<file path="src/rtl/v_rst_seq.sv">
// rtl/v_rst_seq.sv - staggered reset sequencer: async assert, sync release, soft re-sequence
// Outputs and clr_out come straight from flops so downstream reset pins never see decode glitches.
module v_rst_seq #(
    parameter int SYNC_STAGES = 2,
    parameter int NUM_OUT     = 4,
    parameter int HOLD_CYCLES = 16,
    parameter int GAP_CYCLES  = 4
) (
    input  logic               clk,
    input  logic               rst_n,
    input  logic               soft_req,
    output logic [NUM_OUT-1:0] rst_out_n,
    output logic               clr_out,
    output logic               busy,
    output logic               done
);
    localparam int MAXC = (HOLD_CYCLES > GAP_CYCLES) ? HOLD_CYCLES : GAP_CYCLES;
    localparam int CW   = $clog2(MAXC) + 1;
    localparam int IW   = (NUM_OUT > 1) ? $clog2(NUM_OUT) : 1;

    typedef enum logic [1:0] {
        ST_RST,
        ST_HOLD,
        ST_REL,
        ST_DONE
    } state_t;

    state_t               state_q, state_d;
    logic [SYNC_STAGES-1:0] sync_q;
    logic [CW-1:0]        cnt_q, cnt_d;
    logic [IW-1:0]        idx_q, idx_d;
    logic [NUM_OUT-1:0]   out_q, out_d;
    logic                 clr_q;
    logic                 done_q, done_d;

    always_ff @(posedge clk or negedge rst_n) begin
        if (!rst_n) begin
            sync_q  <= '0;
            state_q <= ST_RST;
            cnt_q   <= '0;
            idx_q   <= '0;
            out_q   <= '0;
            clr_q   <= 1'b1;
            done_q  <= 1'b0;
        end else begin
            sync_q  <= {sync_q[SYNC_STAGES-2:0], 1'b1};
            state_q <= state_d;
            cnt_q   <= cnt_d;
            idx_q   <= idx_d;
            out_q   <= out_d;
            clr_q   <= ~out_d[0];
            done_q  <= done_d;
        end
    end

    always_comb begin
        state_d = state_q;
        cnt_d   = cnt_q;
        idx_d   = idx_q;
        out_d   = out_q;
        done_d  = 1'b0;
        case (state_q)
            // Looking one stage early lets HOLD start on the edge the chain output goes high.
            ST_RST: begin
                if (sync_q[SYNC_STAGES-2]) begin
                    state_d = ST_HOLD;
                    cnt_d   = '0;
                end
            end
            ST_HOLD: begin
                if (cnt_q == CW'(HOLD_CYCLES - 1)) begin
                    out_d[0] = 1'b1;
                    cnt_d    = '0;
                    idx_d    = '0;
                    if (NUM_OUT == 1) begin
                        state_d = ST_DONE;
                        done_d  = 1'b1;
                    end else begin
                        state_d = ST_REL;
                    end
                end else begin
                    cnt_d = cnt_q + CW'(1);
                end
            end
            ST_REL: begin
                if (cnt_q == CW'(GAP_CYCLES - 1)) begin
                    cnt_d    = '0;
                    idx_d    = idx_q + IW'(1);
                    out_d[0] = 1'b1;
                    for (int i = 1; i < NUM_OUT; i++) begin
                        out_d[i] = out_q[i-1];
                    end
                    if (32'(idx_q) == NUM_OUT - 2) begin
                        state_d = ST_DONE;
                        done_d  = 1'b1;
                    end
                end else begin
                    cnt_d = cnt_q + CW'(1);
                end
            end
            default: begin
            end
        endcase
        // Soft request overrides any release scheduled on the same edge.
        if (soft_req && (state_q != ST_RST)) begin
            state_d = ST_HOLD;
            cnt_d   = '0;
            idx_d   = '0;
            out_d   = '0;
            done_d  = 1'b0;
        end
    end

    assign rst_out_n = out_q;
    assign clr_out   = clr_q;
    assign busy      = ~(&out_q);
    assign done      = done_q;
endmodule

</file>
<file path="config.mk">
export PLATFORM = sky130hd
export DESIGN_NAME = v_rst_seq
export DESIGN_NICKNAME = d
export VERILOG_FILES = /design/src/rtl/v_rst_seq.sv
export SDC_FILE = /design/constraint.sdc
export NUM_CORES = 1
export LEC_CHECK = 0
export CORE_MARGIN = 2
export CORE_UTILIZATION = 54
export DETAILED_ROUTE_END_ITERATION = 10
export PLACE_DENSITY_LB_ADDON = 0.2
export SLEW_MARGIN = 0
export SYNTH_ARGS = -nofsm -noshare
export SYNTH_HDL_FRONTEND = slang
export SYNTH_SLANG_ARGS = --single-unit
</file>
<file path="constraint.sdc">
create_clock -name clk -period 2.1 [get_ports clk]
set_input_delay 0.525 -clock clk [delete_from_list [all_inputs] [get_ports clk]]
set_output_delay 0.525 -clock clk [all_outputs]
set_load 0.05 [all_outputs]
</file>
**Word level (Yosys, flattened, before mapping)**

Cells that the tools add are included.

- Flip-flop bits (word level): 16
- Logic and storage cells: 57

- $add $sub $neg: 2
- Multiplexer cells: 24
- Reduce and logical (&&, ||, !) cells: 12
- Bitwise operators: 2
- Eq/ne operators: 9

Operators by type and width:

| operator | number |
|---|---|
| 5-bit 2-to-1 mux | 4 |
| 2-bit 2-to-1 mux | 8 |
| 5-bit one-hot mux with 3 select lines | 1 |
| 3-bit inequality test (second input constant) | 4 |
| 4-bit 2-to-1 mux | 2 |
| 2-bit one-hot mux with 3 select lines | 1 |
| 2-bit nonzero test | 3 |
| 5-bit by 1-bit adder with 5-bit output (second input constant) | 1 |
| 5-bit by 2-bit equality test with 1-bit output (second input constant) | 1 |
| 5-bit by 4-bit equality test with 1-bit output (second input constant) | 1 |
| 1-bit 2-to-1 mux | 5 |
| 5-bit AND reduction | 1 |
| 2-bit equality test (second input constant) | 2 |
| 2-bit one-hot mux with 2 select lines | 1 |
| 2-bit AND reduction | 2 |
| 4-bit AND reduction | 1 |
| 4-bit nonzero test | 1 |
| 3-bit 2-to-1 mux | 1 |
| 3-bit AND reduction | 1 |
| 3-bit nonzero test | 1 |
| 2-bit by 1-bit adder with 2-bit output (second input constant) | 1 |
| 2-bit by 1-bit equality test with 1-bit output (second input constant) | 1 |
| 2-bit logical NOT | 1 |
| 1-bit inverter | 2 |
| other kinds (2) | 2 |

**Longest topological paths before layout**

- Word-level depth: 5
- Mapped depth: 8

**Least setup slack after synthesis**

Ideal clock, no wire load.

- Path type: register to register
- Start: reg cnt_q[0]
- End: reg state_q[0]
- Library setup time: 0.138 ns
- Path buffers: 0
- Stages on the path, launching flop included: 9
- Data arrival time: 1.752 ns
- Data required time: 1.962 ns
- Slack: 0.210 ns
- Cell sequence: dfrtp_1 -> ha_1 -> nand3_1 -> inv_1 -> ha_1 -> or2b_2 -> a211oi_1 -> a221oi_1 -> a2bb2oi_1

- Cells in the longest elaborated chain, start to end: 3
- Elaborated cells on any way between the ends: 5
- Classes of those cells: eq/ne: 4; reduce/logical: 1

Ends and longest elaborated chain:

| item | line | text |
|---|---|---|
| start: declaration | 30 | `logic [CW-1:0] cnt_q, cnt_d;` |
| start signal: assignment | 48 | `cnt_q <= cnt_d;` |
| 5-bit by 2-bit equality test with 1-bit output or 5-bit by 4-bit equality test with 1-bit output (tied branches) | 86, 71 |  |
| 3-bit inequality test (no source line) | n/a |  |
| 5-bit AND reduction (no source line) * | n/a |  |
| end signal: assignment | 47 | `state_q <= state_d;` |
| end: declaration | 28 | `state_t state_q, state_d;` |

Mark *: on every way between the ends. The rest lies on a longest branch, timed or not.
A chain may end at the register's enable or synchronous reset.

**Final worst setup path**

- Start: reg out_q[2], in the netlist rst_out_n[2]
- End: out rst_out_n[2]

RTL lines:

| item | line | text |
|---|---|---|
| start: declaration | 32 | `logic [NUM_OUT-1:0] out_q, out_d;` |
| start signal: assignment | 50 | `out_q <= out_d;` |
| end: declaration | 12 | `output logic [NUM_OUT-1:0] rst_out_n,` |

No word-level cell between the ends.

==> impl_metrics.tcl <==
set metrics [dict create \
    avgSynthCellArea_um2 11.0 \
    die_h_um 46.0 \
    cts_tree "yes" \
    status "completed" \
    design_power_total_uw 1150 \
    netlist_area_um2 953 \
    maxSlewViolCount 0 \
    cp_max_fo 4 \
    power.leakage_uw 0.000541 \
    critPathBufInv 1 \
    grt_max_degree 17 \
    max_slew_margin_pct 66.5 \
    min_path_type "register to register" \
    cp_top_family "buffers and inverters" \
    cts_sinks 16 \
    wl_mm 1.92 \
    yosysMostFrequentCell "dfrtp_1" \
    async_flop_share_pct 100 \
    synth-compound-area-share_pct 23.2 \
    drt_first_iter_violations 15 \
    synth_xor_area_share_pct 0 \
    antenna_found_initial 0 \
    rsz0062_at_grt "no" \
    boundaryPins 10 \
    synthCells 87 \
    synth_area_leaders "dfrtp_1, ha_1, a22o_1" \
    grt_pass1_vias 735 \
    finalSetupTns_ps 0 \
    synth_commonest_cells "dfrtp_1, ha_1, nand2_1" \
    synth-seq-cells 16 \
    ys_seq_area_share_pct 42.1 \
    fp.dieW_um 46.0 \
    numCtsBuffers 3 \
    synthSimpleGateAreaFrac_pct 18.6 \
    min_period_ps 2040 \
    critPathArrivalTime_ps 1520 \
    fin_area_um2 1160 \
    place_area_um2 1090 \
    maxCapViolCount 0 \
    cp_slowest_stage_delay_ps 820 \
    hold_ws_ps 517 \
    fp-row-count 15 \
    cts_buffer_depth 2 \
    max_clock_freq_ghz 0.490 \
    drc 0 \
    finalSetupViolations 0 \
    dp_hpwl_mm 1.37 \
    grt_pass1_wl_mm 3.14 \
    area_growth_pct 21.3 \
    die_area_um2 2120 \
    multi_input_area_um2 551 \
    synth_top_family_by_area "compound AO/OA/AOI/OAI gates" \
    max_slew.worst_pin.slew_ps 501 \
    synth_flop_cell "dfrtp_1" \
    path_clk_slew_ps 100 \
    cts_hold_buf 0 \
    diodes 0 \
    crit_chain "clkdlybuf4s50_1" \
    io_buffers 9 \
    synth_nets 98 \
    fin_skew_ps 5.18 \
    core_um2 1690 \
    required_ps 1570 \
    fillerInstances 132 \
    hold_violations 0 \
    p_seq_share_pct 32.2 \
    end_kind "output port" \
    muxShareOfSynthArea_pct 2.36 \
    final_nets 116 \
    yosys.area.top_type_share_pct 39.4 \
    start_util_pct 56.4 \
    p_sw_share_pct 41.6 \
    vias 738 \
    routed_via_density 6.10 \
    drive_gt1_share_pct 23.1 \
    start_kind "register" \
    synth_fa_ha_area_share_pct 10.5 \
    synth-edff-count 0 \
    synth_top_cell_by_area "dfrtp_1" \
    irDropWorstVdd_uv 928 \
    cts_root_buf "clkbuf_4" \
    post-route-period-util_pct 97.2 \
    seq_area_um2 402 \
    first_pass_iters 4 \
    p_clk_share_pct 18.3 \
    avgRoutedWirePerCell_um 15.9 \
    detail-route-antenna-nets 0 \
    ys_warn_count 0 \
    htree_levels 1 \
    track_usage_pct 21.4 \
    yosys.cell_types.count 38 \
    p_int_uw 674 \
    path_class "register to output port" \
    cp_slowest_cell "clkdlybuf4s50_1" \
    clk_latency_ps 290 \
    cts_setup_buffers 0 \
    grt-ovfl-total 0 \
    switchingPower_uw 479 \
    power_frac_comb_pct 49.6 \
    gp_congestion 0.821 \
    power.density_nw_per_um2 997 \
]
==> power groups by stage <==
stage | registers (uW) | clock network (uW) | logic [uW]
2_1_floorplan | 371 | 0 | 379
3_3_place_gp | 373 | 0 | 503
3_5_place_dp | 374 | 0 | 513
4_1_cts | 370 | 214 | 516
5_1_grt | 377 | 230 | 616
6_report | 371 | 211 | 571
==> cells by family after synthesis <==
logic type                 after synthesis
AOI/OAI and AO/OA                       25
adders and majority gates                8
buffers and inverters                    7
DFF                                     16
muxes                                    2
other                                    1
and+or+nand+nor                         28
==> cell usage in the layout (no fill, tap or decap), types with 2 or more instances in the layout <==
cell / count
o21ai_0: 2
nand2_1: 8
ha_1: 7
buf_4: 6
nand3_1: 2
dfrtp_1: 15
nor2_1: 3
nand2b_1: 2
o22ai_1: 2
inv_1: 7
a21oi_1: 3
clkdlybuf4s50_1: 5
nand4_1: 2
dlymetal6s2s_1: 2
a22o_1: 4
clkbuf_4: 3
nor3_1: 3
a221o_1: 2
==> area by class of cell <==
type | count | area share, %
Multi-Input combinational cell | 64 | 47.6
Sequential cell | 16 | 34.7
Timing Repair Buffer | 13 | 10.4
Clock buffer | 4 | 3.14
Inverter | 7 | 2.27
Tap cell | 17 | 1.84
==> layer usage <==
layer  GRT usage, %  part of all wire, %  wire [um]  vias to the layer above
met5              0                    0          0                        -
met1           27.2                   48        927                      355
met4           13.1                  2.2         42                        0
met3           3.57                  2.4         46                        6
li1               -                    -          -                      362
met2           33.3                   47        902                       15
==> worst paths after layout <==
check	from	endpoint	slack, ps	cells after the start
worst max-delay path	rst_out_n[2]	rst_out_n[2]	60	1
worst min-delay path	idx_q[0]	idx_q[0]	520	1
worst max register to register	cnt_q[0]	state_q[0]	130	8
worst min register to register	idx_q[0]	idx_q[0]	520	1
max in group asynchronous	rst_n	clr_out	1310	2
min in group asynchronous	rst_n	done	540	2
==> metrics by stage <==
| step | setup WS [ps] | utilization, % | cells |
|---|---|---|---|
| 2_1_floorplan | 210 | - | 87 |
| 6_report | 58.9 | 68.4 | 121 |
| 3_3_place_gp | 74.3 | 64.5 | 117 |
| 5_1_grt | 17.5 | 68.4 | 121 |
| 3_5_place_dp | 45.1 | 64.5 | 117 |
| 4_1_cts | 12.1 | 66.7 | 121 |
==> timing repair <==
item,4_1_cts,5_1_grt
setup endpoints to repair,0,7
gates resized for setup,0,7
endpoints found under the hold margin,0,0
==> state kept, by name (all words and copies together), names as in the netlist <==
name	cells
rst_out_n	4
cnt_q	5
done	1
clr_out	1
state_q	2
sync_q	1
idx_q	2
Power figures use the tool's default switching activity.
==> variant (same flow settings) <==
Reset style: synchronous (`rst_n`), changed in one clocked block. Comments in the files are not updated.
--- a/src/rtl/v_rst_seq.sv
+++ b/src/rtl/v_rst_seq.sv
@@ -34,5 +34,5 @@
     logic                 done_q, done_d;
 
-    always_ff @(posedge clk or negedge rst_n) begin
+    always_ff @(posedge clk) begin
         if (!rst_n) begin
             sync_q  <= '0;
Function: no difference found for any inputs over 10 cycles, from zero or initial values and one cycle with rst_n low; that may be too few to reach the edited logic, so the function may still have changed.
==> variant against the unedited design <==
Synthesized cell count grew 21%; core utilization up 0.36 points; sequential cell count did not move; power shrank 26%; synthesized area fell by 5.9%; maximum frequency rose by 2.3%; via count up 6.1%; clock skew up 1.5 ps; routed wire length down 12%; setup slack improved by 45 ps; sequential share of layout area fell by 4.2 points; cell area decreased by 9.3%; non-clock buffer count shrank 1.
==> variant: results (changes against the unedited design) <==
| Metric | Value |
|---|---|
| Max-Slew Margin vs Limit | 66.65% (+0.14 points) |
| Delay-heaviest family, CP | buffers and inverters |
| Final std cells w/o fill | 133 (+9.9%) |
| Share of layout cells above drive strength 1 | 10.26% (-13 points) |
| Post-Synthesis Cells | 105 (+21%) |
| DR vias/cell | 5.887 (-3.5%) |
| Hold path endpoint | rst_out_n[3]$_SDFFE_PP0P_ |
| DP HPWL | 1318 um (-3.9%) |
| Cell Int Power | 0.0005295 W (-21%) |
| Worst R2R End | state_q[0]$_SDFFE_PN0P_ |
| Initial drt markers | 14 (-1) |
| Adder-cell share of the synthesized area | 12.55% (+2.1 points) |
| Crit. Startpoint | rst_out_n[1]$_SDFFE_PP0P_ |
| Total track usage | 19.53% (-1.8 points) |
| CP Data Arrival Time | 1470 ps (-50 ps) |
| Multiplexer share of the synthesized area | 1.255% (-1.1 points) |
| Initial antenna violation count | 0 (unchanged) |
| Length in cells of the worst reg-to-reg path | 5 (-3) |
| Mapped Nets | 117 (+19%) |
| Synth top area cells | dfxtp_1 36%, ha_1 13%, nand3_1 6.1% |
| DRT Pass-1 Iters | 4 (unchanged) |
| Flop2flop setup slack | 190 ps (+60 ps) |
| Crit path capture | rst_out_n[1] |
| Max VDD drop | 566.8 uV (-39%) |
| Hold slack | 481.2 ps (-35.45 ps) |
| Wire per inst | 12.64 um (-20%) |
| Compound-Gate Fraction of Synth Area | 19.39% (-3.8 points) |
| Post-synth top cells | 16 x dfxtp_1, 11 x nand3_1, 10 x nand2_1 |
| RR Startpoint | state_q[0]$_SDFFE_PN0P_ |
| Slowest-stage cell, CP | clkdlybuf4s50_1 |
| Clk slew on worst S/H paths | 80 ps (-20 ps) |
| Hold-fix buffers, CTS | 0 (unchanged) |
| H-tree lvl count | 1 (unchanged) |
| Vias in the first global route | 678 (-7.8%) |
| Async set-or-reset flop fraction in the synthesized netlist | 0% (-100 points) |
| Hold path depth | 2 (+1) |
| Fillcell total | 124 (-6.1%) |
| Leak Pwr | 0.4112 nW (-24%) |
| Worst-case clock buffer depth | 2 (unchanged) |
| Outcome | finished clean |
| Final Setup Violations | 0 (unchanged) |
| Post-synthesis cell type count | 34 (-11%) |
| Largest net degree at the start of global routing | 16 (-1) |
| Max_cap viols | 0 (unchanged) |
| Root Buffer | clkbuf_4 |
| Seq/Total Area, Yosys | 35.70% (-6.4 points) |
| Min-delay src | rst_out_n[3]$_SDFFE_PP0P_ |
| First-pass GRT wire length | 2835 um (-9.7%) |
| Max FFs per register | 5 (unchanged) |
| Gpl congestion | 0.8659 (+5.5%) |
| Clock Skew | 6.644 ps (+1.464 ps) |
[variant: kinds of logic (layout without fill, tap and decap cells)]
kind of cell,after synthesis,in the layout
compound gates,26,26
fa+ha+maj,9,9
buf+inv,11,23
flops,16,16
mux,1,1
simple gates,42,42
[variant: power groups by stage]
stage	registers, W	clock network (W)	logic, W
floorplan	0.000348	0	0.000274
global placement	0.000353	0	0.000335
detailed placement	0.000354	0	0.000344
CTS	0.000347	0.000165	0.000344
global route	0.000351	0.000180	0.000385
finish	0.000347	0.000158	0.000349
[variant: repair_timing]
item | in CTS | in global routing
resized for setup | 0 | 3
endpoints found under the setup margin | 0 | 7
buffers inserted | 0 | 0
[variant: layer usage]
| layer | GRT usage, % | vias to the layer above | wire length (um) |
|---|---|---|---|
| met1 | 24.37 | 354 | 778 |
| met3 | 6.000 | 5 | 96 |
| met2 | 31.88 | 18 | 776 |
| li1 | - | 406 | - |
| met4 | 6.667 | 0 | 30 |
| met5 | 0 | - | 0 |
[variant: final cells by class]
class / instances / area, um^2 / share of cell area, %
repair buffers: 12 / 117.6 / 11.22
flip-flops and latches: 16 / 320.3 / 30.55
clock buffers: 3 / 22.52 / 2.148
well taps: 16 / 20.02 / 1.909
multi-input cells: 78 / 538.0 / 51.31
inverters: 8 / 30.03 / 2.864
[variant: metrics by stage]
step           worst slack, ps  setup TNS [ps]  cell area, um^2  total power [W]  utilization, %
5_1_grt                  49.90               0             1049        0.0009159           68.80
3_5_place_dp            -8.347          -8.347             1018        0.0006985           66.83
2_1_floorplan            293.9               0            897.1        0.0006220               -
6_report                 104.1               0             1049        0.0008545           68.80
3_3_place_gp             157.1               0             1018        0.0006880           66.83
4_1_cts                  33.24               0             1041        0.0008560           68.31
